### config.mk
export PLATFORM = sky130hd
export DESIGN_NAME = cvt12n_cfu
export DESIGN_NICKNAME = d
export VERILOG_FILES = /design/src/rtl/cvt12n_cfu.sv
export SDC_FILE = /design/constraint.sdc
export NUM_CORES = 1
export LEC_CHECK = 0
export ABC_AREA = 1
export CORE_AREA = 5 5 113 115
export CTS_BUF_LIST = sky130_fd_sc_hd__clkbuf_8
export CTS_CLUSTER_SIZE = 8
export DETAILED_ROUTE_END_ITERATION = 8
export DIE_AREA = 0 0 118 120
export GPL_TIMING_DRIVEN = 0
export PLACE_DENSITY = 0.69
export SYNTH_ARGS = -nofsm -noshare
export SYNTH_HDL_FRONTEND = slang
export SYNTH_SLANG_ARGS = --single-unit
### constraint.sdc
create_clock -name clk -period 4.31 [get_ports clk]
set_clock_uncertainty 0.1 [all_clocks]
set_input_delay 0.431 -clock clk [delete_from_list [all_inputs] [get_ports clk]]
set_output_delay 0.431 -clock clk [all_outputs]
set_load 0.005 [all_outputs]
### src/rtl/cvt12n_cfu.sv
// CFU-L2 initiator to N fixed-latency CFU-L1 targets: tag pipeline plus in-order response queue.
// Optional: define CVT12N_CFU_BAD_CFU_EN to return CFU_ERROR_CFU for out-of-range req_cfu.
module cvt12n_cfu #(
  parameter int CFU_N_TARGETS  = 2,
  parameter int CFU_LATENCY    = 0,
  parameter int CFU_QUEUE_SIZE = (CFU_LATENCY > 1) ? CFU_LATENCY : 1,
  parameter int CFU_CFU_ID_W   = 4,
  parameter int CFU_STATE_ID_W = 1,
  parameter int CFU_FUNC_ID_W  = 10,
  parameter int CFU_DATA_W     = 32,
  parameter int CFU_STATUS_W   = 3
) (
  input  logic                                  clk,
  input  logic                                  rst,
  input  logic                                  clk_en,
  input  logic                                  req_valid,
  output logic                                  req_ready,
  input  logic [CFU_CFU_ID_W-1:0]               req_cfu,
  input  logic [CFU_STATE_ID_W-1:0]             req_state,
  input  logic [CFU_FUNC_ID_W-1:0]              req_func,
  input  logic [31:0]                           req_insn,
  input  logic [CFU_DATA_W-1:0]                 req_data0,
  input  logic [CFU_DATA_W-1:0]                 req_data1,
  output logic                                  resp_valid,
  input  logic                                  resp_ready,
  output logic [CFU_STATUS_W-1:0]               resp_status,
  output logic [CFU_DATA_W-1:0]                 resp_data,
  output logic [CFU_N_TARGETS-1:0]              t_req_valid,
  output logic [CFU_STATE_ID_W-1:0]             t_req_state,
  output logic [CFU_FUNC_ID_W-1:0]              t_req_func,
  output logic [CFU_DATA_W-1:0]                 t_req_data0,
  output logic [CFU_DATA_W-1:0]                 t_req_data1,
  input  logic [CFU_N_TARGETS-1:0]              t_resp_valid,
  input  logic [CFU_N_TARGETS*CFU_STATUS_W-1:0] t_resp_status,
  input  logic [CFU_N_TARGETS*CFU_DATA_W-1:0]   t_resp_data
);
  localparam int TW = (CFU_N_TARGETS > 1) ? $clog2(CFU_N_TARGETS) : 1;
  localparam int QW = (CFU_QUEUE_SIZE > 1) ? $clog2(CFU_QUEUE_SIZE) : 1;
  localparam int QD = 2 ** QW;
  localparam int CW = $clog2(CFU_QUEUE_SIZE + 1);
`ifdef CVT12N_CFU_BAD_CFU_EN
  localparam logic [CFU_STATUS_W-1:0] CFU_ERROR_CFU = CFU_STATUS_W'(1);
`endif

  typedef struct packed {
    logic          vld;
    logic          err;
    logic [TW-1:0] tgt;
  } tag_t;

  typedef struct packed {
    logic [CFU_STATUS_W-1:0] status;
    logic [CFU_DATA_W-1:0]   data;
  } rsp_t;

  logic          req_hs, resp_hs, bad_cfu, enq;
  logic [CW-1:0] count_q, count_d, fill_q, fill_d;
  logic [QW-1:0] wr_ptr_q, rd_ptr_q;
  tag_t          tag_in, tag_out;
  rsp_t          enq_ent;
  rsp_t          mem_q [QD];

  // Instruction word and target valids carry no routing information here.
  logic unused_in;
  assign unused_in = ^{req_insn, t_resp_valid};

  assign bad_cfu   = int'(req_cfu) >= CFU_N_TARGETS;
  assign req_ready = clk_en && !rst && (count_q < CW'(CFU_QUEUE_SIZE));
  assign req_hs    = req_valid && req_ready;
  assign resp_hs   = resp_valid && resp_ready;

  assign t_req_state = req_state;
  assign t_req_func  = req_func;
  assign t_req_data0 = req_data0;
  assign t_req_data1 = req_data1;

  always_comb begin
    t_req_valid = '0;
    for (int i = 0; i < CFU_N_TARGETS; i++)
      if (req_hs && !bad_cfu && req_cfu == CFU_CFU_ID_W'(i)) t_req_valid[i] = 1'b1;
  end

  always_comb begin
    tag_in     = '0;
    tag_in.vld = req_hs;
    tag_in.err = bad_cfu;
    tag_in.tgt = req_cfu[TW-1:0];
  end

  generate
    if (CFU_LATENCY == 0) begin : g_nopipe
      assign tag_out = tag_in;
    end else begin : g_pipe
      tag_t pipe_q [CFU_LATENCY];
      always_ff @(posedge clk or posedge rst) begin
        if (rst) begin
          for (int s = 0; s < CFU_LATENCY; s++) pipe_q[s] <= '0;
        end else if (clk_en) begin
          pipe_q[0] <= tag_in;
          for (int s = 1; s < CFU_LATENCY; s++) pipe_q[s] <= pipe_q[s-1];
        end
      end
      assign tag_out = pipe_q[CFU_LATENCY-1];
    end
  endgenerate

  // Capture the addressed target's response as the tag leaves the pipeline.
  always_comb begin
    enq_ent = '0;
    for (int i = 0; i < CFU_N_TARGETS; i++) begin
      if (tag_out.tgt == TW'(i)) begin
        enq_ent.status = t_resp_status[i*CFU_STATUS_W +: CFU_STATUS_W];
        enq_ent.data   = t_resp_data[i*CFU_DATA_W +: CFU_DATA_W];
      end
    end
    if (tag_out.err) begin
`ifdef CVT12N_CFU_BAD_CFU_EN
      enq_ent.status = CFU_ERROR_CFU;
`else
      enq_ent.status = '0;
`endif
      enq_ent.data = '0;
    end
  end

  assign enq = tag_out.vld;

  function automatic logic [QW-1:0] ptr_inc(input logic [QW-1:0] p);
    return (p == QW'(CFU_QUEUE_SIZE - 1)) ? '0 : p + QW'(1);
  endfunction

  always_comb begin
    count_d = count_q;
    fill_d  = fill_q;
    if (req_hs && !resp_hs) count_d = count_q + CW'(1);
    else if (!req_hs && resp_hs) count_d = count_q - CW'(1);
    if (enq && !resp_hs) fill_d = fill_q + CW'(1);
    else if (!enq && resp_hs) fill_d = fill_q - CW'(1);
  end

  always_ff @(posedge clk or posedge rst) begin
    if (rst) begin
      count_q  <= '0;
      fill_q   <= '0;
      wr_ptr_q <= '0;
      rd_ptr_q <= '0;
    end else if (clk_en) begin
      count_q <= count_d;
      fill_q  <= fill_d;
      if (enq)     wr_ptr_q <= ptr_inc(wr_ptr_q);
      if (resp_hs) rd_ptr_q <= ptr_inc(rd_ptr_q);
    end
  end

  always_ff @(posedge clk) begin
    if (clk_en && enq) mem_q[wr_ptr_q] <= enq_ent;
  end

  assign resp_valid  = (fill_q != '0);
  assign resp_status = mem_q[rd_ptr_q].status;
  assign resp_data   = mem_q[rd_ptr_q].data;
endmodule

== Word-level counts from Yosys, hierarchy flattened ==
Memory sizes are Yosys's and may differ from the RTL's.
Cells that the tools add are included.
Storage, ports and cells
  register bits after elaboration: 4
  bits in writable memories: 70
  bits of input ports: 188
  output and inout bits: 114
  logic and storage cells: 45
  memories kept: 1
Memories
  mem_q: words 2, width 35, read ports 1, clocked after Yosys merged registers in 0, wr ports 1, line 61  | rsp_t mem_q [QD];
Cells by class
  add/sub/neg operators: 6
  order comparisons: 2
  eq/ne operators: 1
  mux-type cells: 12
  reductions and logical operators: 19
Operator list (number)
  $mux 35: 2
  $logic_and 1x1->1: 10
  $mux 1: 10
  $reduce_and 2->1: 3
  $add 1x1->1 const B: 4
  $eq 4x1->1 const B: 1
  $ge 4x2->1 const B: 1
  $logic_not 1->1: 4
  $logic_not 4->1: 1
  $reduce_bool 2->1: 1
  $sub 1x1->1 const B: 2
  $lt 1x1->1 const B: 1

== Longest topological paths before layout ==
Gate-level depths: netlist (run 1).
  depth after elaboration: 8
  depth in mapped cells: 6
  mapped depth without buffers: 6

== Worst setup path before layout (run 1) ==
Ideal clock, no wire load.
  path type: input to output
  start: input port rst
  end: output port t_req_valid[0]
  data arrival time: 1665 ps
  required time: 3779 ps
  slack: 2114 ps
  stages on the path: 5
  buffers on the path: 0
  path through: nor2_1 > nand3_1 > inv_1 > nand2_1 > nor2_1
On the way
  word-level cells in the longest chain between the ends: 7
RTL lines
  from (decl): line 14  | input logic rst,
  $logic_not 1->1 (no line)
  $logic_and 1x1->1 (2 in a row): line 68  | assign req_ready = clk_en && !rst && (count_q < CW'(CFU_QUEUE_SIZE));
  $logic_and 1x1->1: line 69  | assign req_hs = req_valid && req_ready;
  $logic_and 1x1->1 (2 in a row): line 80  | if (req_hs && !bad_cfu && req_cfu == CFU_CFU_ID_W'(i)) t_req_valid[i] = 1'b1;
  $mux 1: line 80
  to (decl): line 28  | output logic [CFU_N_TARGETS-1:0] t_req_valid,
Every way passes these cells.

== Worst setup path in the final report (run 1) ==
  start: input port clk_en
  end: output port t_req_valid[1]
On the way
  word-level cells in the longest chain between the ends: 6
RTL lines
  from (decl): line 15  | input logic clk_en,
  $logic_and 1x1->1 (2 in a row): line 68
  $logic_and 1x1->1: line 69
  $logic_and 1x1->1 (2 in a row): line 80
  $mux 1: line 80
Every way passes these cells.

==> results of run 1 <==
[state kept, by name, indices dropped and copies added, names as in the netlist]
signal / count
mem_q: 35
count_q: 1
resp_valid: 1
[metal layers]
layer | GRT usage [%] | vias up | share of wire, %
li1 | - | 1145 | -
met1 | 12.79 | 1081 | 32
met2 | 24.82 | 166 | 56
met3 | 4.618 | 10 | 10
met4 | 3.656 | 0 | 1.7
met5 | 0 | - | 0
[cells by family (layout without fill, tap and decap cells)]
logic type             Yosys count  count (layout)  share of synthesized area (%)
buffers and inverters           93             292                          28.42
AOI/OAI and AO/OA               35              35                          11.82
DFF                             37              37                          45.22
and+or+nand+nor                 89              89                          14.54
[cell type report]
type,count,area [um2],share of cell area (%)
repair buffers,191,1912,41.38
flip-flops and latches,37,1101,23.83
plain buffers,85,656.9,14.22
multi-input cells,124,641.9,13.89
well taps,147,183.9,3.980
clock buffers,6,82.58,1.787
inverters,8,35.03,0.7582
clock inverters,2,7.507,0.1625
[cell usage after synthesis]
cell,n,area (um2)
nand2_1,77,289.0
a21oi_1,5,25.02
nor2_4,1,11.26
buf_8,3,45.04
edfxtp_1,35,1051
nand2_2,1,6.260
buf_6,1,11.26
a21oi_2,30,262.8
buf_2,3,15.01
inv_4,2,12.51
inv_1,6,22.52
nor2_1,5,18.77
dfrtp_1,2,50.05
buf_4,78,585.6
nand3_1,2,10.01
nand4_1,3,18.77
[layout by cell type (no fill, tap or decap)]
master           instances
nor2_4                   1
nand4_1                  3
inv_4                    2
nand3_1                  2
nand2_2                  1
buf_2                    3
clkdlybuf4s50_1        191
nand2_1                 77
buf_6                    1
a21oi_1                  5
nor2_1                   5
buf_4                   78
dfrtp_1                  2
a21oi_2                 30
edfxtp_1                35
buf_8                    3
clkbuf_8                 6
inv_2                    1
inv_1                    7
[stage by stage]
step / instances / instance area (um2) / total power (W)
global route: 600 / 4621 / 0.001070
finish: 600 / 4621 / 0.001014
detailed placement: 592 / 4531 / 0.0007902
floorplan: 254 / 2435 / 0.0005739
global placement: 592 / 4531 / 0.0007841
CTS: 600 / 4621 / 0.001034
[worst min path at each step]
stage             from       to
2_1_floorplan      rst  count_q
3_3_place_gp   count_q  count_q
3_5_place_dp   count_q  count_q
4_1_cts            rst  count_q
5_1_grt            rst  count_q
6_report           rst  count_q
[where the power goes]
part | switching, W | total, W | internal (W)
sequential | 0.0000143 | 0.000435 | 0.000421
clock | 0.000111 | 0.000236 | 0.000126
combinational | 0.000119 | 0.000342 | 0.000223
==> flow_summary.yaml, run 1 <==
clock_network:
  hold_buffers: 0
  cts_tree: "built"
  clock-sinks: 37
  cts_setup_buffers: 0
  htree_levels: 2
  clk_latency_ns: 0.27
  cts_buffers: 5
  cts_buffer_depth: 2
  clk_pin_slew_ns: 0.06
  cts_resized: 0
  clockRootBuffer: "clkbuf_8"
timing:
  fin_crit_ns: 3.095
  max_freq_mhz: 323.2
  finalCritPeriodShare_pct: 71.80
  relSlewSlack_pct: 49.41
  worst_pin_slew_ns: 0.7577
  timing.hold.ws_ns: 0.2685
  drv_slew: 0
  rsz0062_at_grt: "false"
  setup_ws_ns: 1.215
  finalHoldViolCount: 0
  setup-tns-final_ns: 0
  setup_viol: 0
global_routing:
  grt_pass1_vias: 2595
  grt_pass1_wl_um: 14490
  grtUsageTotal_pct: 12.84
  grt_max_degree: 37
  overflow: 0
  antenna_found_initial: 0
worst_setup_path:
  r2r-start: "count_q"
  cpPeakStageDelay_ns: 0.58
  slowest_stage: "clkdlybuf4s50_1"
  rr_worst_depth: 3
  crit_path_end: "t_req_valid[1]"
  critPathLaunch: "clk_en"
  criticalPathCategory: "in2out"
  cp_num_cells: 6
  cp.arrival_ns: 2.56
  crit_path_end_kind: "output pin"
  crit_chain: "clkdlybuf4s50_1 -> nand3_1 -> inv_2 -> nand2_1 -> nor2_1 -> clkdlybuf4s50_1"
  reg2reg_slack_ns: 2.51
  crit_path_max_fanout: 36
  critPathLaunchType: "input port"
  critPathMostFrequentCell: "clkdlybuf4s50_1"
  cp_num_buf_inv: 3
  timing.rr.end: "mem_q[0][3]"
  cp_top_family: "buffers and inverters"
  required_ns: 3.78
layout:
  diodes: 0
  final_layout_size_suffix_gt1_share_pct: 27.81
  post-route-util_pct: 39.46
  syn_to_final_growth_pct: 89.77
  layout.filler_cells: 1167
  layout.nets: 640
die:
  die_width_um: 118
  die_area_um2: 14160
  core_region_area_um2: 11710
  ios: 302
  start_util_pct: 20.79
  num_rows: 40
  die_h_um: 120
placement:
  dp_hpwl_um: 8361
  io_buffers: 191
  gp_routability_congestion: 0.8072
  dpl_worst_slack_ns: 0.7193
route:
  antenna_left: 0
  viasPerCell: 4.003
  vias: 2402
  drtIter0Drc: 74
  drt_wl_total_um: 9551
  wl_per_cell_um: 15.92
  drc: 0
  drt_pass1_iterations: 4
yosys:
  syn_nets: 442
  syn_area_um2: 2435
  netlist-cell-type-count: 16
  ys_seq_elements: 37
  synthCells: 254
  ys_seq_area_share_pct: 45.22
  ys_warn_count: 0
  syn_avg_cell_area_um2: 9.586
status:
  outcome: "completed"
pwr:
  leakage_nw: 1.847
  vdd_drop_max_mv: 0.1244
  powerDensity_nw_per_um2: 219.4
job:
  maxCapViolCount: 0
min_path:
  hold_class: "in2async"
(Power assumes the default switching activity.)
==> inputs of run 2 (changes only) <==
PLACE_DENSITY = 0.71   (was 0.69)
clock period = 2.79 ns   (was 4.31 ns; I/O delays follow)
==> run 2 against run 1 <==
Against the previous run: combinational power increased by 61%; clock-buffer cell count unchanged; worst hold slack got worse by 0.17 ns; core utilization increased by 0.71 points; die area unchanged; worst setup slack got worse by 0.92 ns; first-iteration DRC count increased by 15%; final cell count increased by 1.7%; clock power increased by 66%; critical endpoint is now t_req_valid[0]; largest power group unchanged; highest routed layer unchanged.
==> flow_summary.yaml, run 2 (synthesis results as in run 1) <==
status:
  outcome: "completed"
pwr:
  powerDensity_nw_per_um2: 342.9
  p_int_w: 0.001207
  vdd_drop_max_mv: 0.1806
  pwr-share-comb_pct: 34.2
  clkPwrFrac_pct: 24.2
  switching_share_pct: 25.14
  leakage_nw: 1.885
  seqPwrFrac_pct: 41.6
  p_sw_w: 0.0004055
timing:
  setup_viol: 0
  max_freq_mhz: 401.5
  finalCritPeriodShare_pct: 89.26
  fin_crit_ns: 2.490
  worst_pin_slew_ns: 0.8492
  finalHoldViolCount: 0
  setup-tns-final_ns: 0
  drv_slew: 0
  rsz0062_at_grt: "false"
  relSlewSlack_pct: 43.08
worst_setup_path:
  critPathLaunch: "count_q"
  crit_path_max_fanout: 11
  cp.arrival_ns: 2.11
  reg2reg_slack_ns: 0.73
  rr_worst_depth: 3
  crit_path_end_kind: "output pin"
  r2r-start: "count_q"
  criticalPathCategory: "reg2out"
  required_ns: 2.41
  critPathLaunchType: "flop"
  timing.rr.end: "mem_q[0][22]"
  crit_path_end: "t_req_valid[0]"
die:
  start_util_pct: 20.79
  num_rows: 40
  core_region_area_um2: 11710
  die_h_um: 120
  die_width_um: 118
  ios: 302
  die_area_um2: 14160
layout:
  post-route-util_pct: 40.16
  final_common_cell: "clkdlybuf4s50_1"
  final_layout_size_suffix_gt1_share_pct: 29.81
  largest_reg_flops: 35
  syn_to_final_growth_pct: 93.17
  regMostFlops: "mem_q"
  diodes: 0
  layout.nets: 650
  final_cell_mix: "clkdlybuf4s50_1 (191), buf_4 (87), nand2_1 (77)"
clock_network:
  cts_buffer_depth: 2
  clock-sinks: 37
  htree_levels: 2
  clk_pin_slew_ns: 0.07
  cts_tree: "built"
  cts_buffers: 5
  clockRootBuffer: "clkbuf_8"
  hold_buffers: 0
  clk_latency_ns: 0.28
route:
  drt_pass1_iterations: 4
  drtIter0Drc: 85
  drt_wl_total_um: 9902
  drc: 0
  viasPerCell: 4.016
  antenna_left: 0
  wl_per_cell_um: 16.23
  vias: 2450
global_routing:
  grt_pass1_wl_um: 14770
  grtUsageTotal_pct: 13.16
  grt_pass1_vias: 2692
  grt_max_degree: 19
  antenna_found_initial: 0
  overflow: 0
min_path:
  hold_class: "in2async"
placement:
  dp_hpwl_um: 8449
  gp_routability_congestion: 0.8167
  io_buffers: 191
job:
  maxCapViolCount: 0
-- run 2: routing by layer --
layer / up-vias / GRT usage, % / share of wire [%]
li1: 1166 / - / -
met1: 1127 / 12.86 / 33
met2: 151 / 25.42 / 55
met3: 6 / 4.760 / 9.2
met4: 0 / 4.373 / 2.0
met5: - / 0 / 0
-- run 2: metrics by stage --
stage          setup slack (ns)  instances  power (W)  area (um2)  hold WS, ns
6_report                 0.2996        610   0.001613        4703      0.09617
5_1_grt                  0.1845        610   0.001704        4703       0.1162
4_1_cts                 0.07830        601   0.001630        4636      0.08259
3_5_place_dp            -0.5543        592   0.001225        4531       0.3952
3_3_place_gp            -0.4717        592   0.001213        4531       0.3866
2_1_floorplan            0.7696        254  0.0008865        2435     -0.07166
-- run 2: power by group through the flow --
stage / logic, W / registers, W / clock network, W
2_1_floorplan: 0.000203 / 0.000684 / 0
3_3_place_gp: 0.000530 / 0.000683 / 0
3_5_place_dp: 0.000541 / 0.000684 / 0
4_1_cts: 0.000547 / 0.000671 / 0.000411
5_1_grt: 0.000595 / 0.000675 / 0.000434
6_report: 0.000551 / 0.000671 / 0.000391
-- run 2: repair_timing --
action	4_1_cts	5_1_grt
gates cloned	1	0
setup buffers	0	9
gates resized for setup	1	0
setup endpoints to repair	2	2
-- run 2: final cells by class --
cell class | count | area (um2)
Sequential cell | 37 | 1101
Tap cell | 147 | 183.9
Buffer | 85 | 656.9
Clock buffer | 6 | 82.58
Timing Repair inverter | 1 | 5.005
Timing Repair Buffer | 200 | 1979
Multi-Input combinational cell | 124 | 641.9
Inverter | 8 | 38.79
Fill cell | 1183 | 7008
Clock inverter | 2 | 13.76
-- run 2: worst min-delay path by stage --
stage | cells after the start | slack (ns) | to
floorplan | 1 | -0.07 | count_q
global placement | 2 | 0.39 | resp_valid
detailed placement | 2 | 0.40 | resp_valid
CTS | 2 | 0.08 | resp_valid
global route | 2 | 0.12 | resp_valid
finish | 2 | 0.1 | resp_valid
-- run 2: worst max-delay path, stage by stage (launching register included) --
cell,delay (ns)
dfrtp_1,0.41
nor2_1,0.20
nand3_1,0.24
clkinvlp_4,0.27
nand2_1,0.11
nor2_1,0.10
clkdlybuf4s50_1,0.51
==> inputs of run 3 (changes only) <==
SETUP_SLACK_MARGIN = 0.02   (was not set)
==> results of run 3 <==
The final DEF is identical to that of run 2; final timing and power are the same.
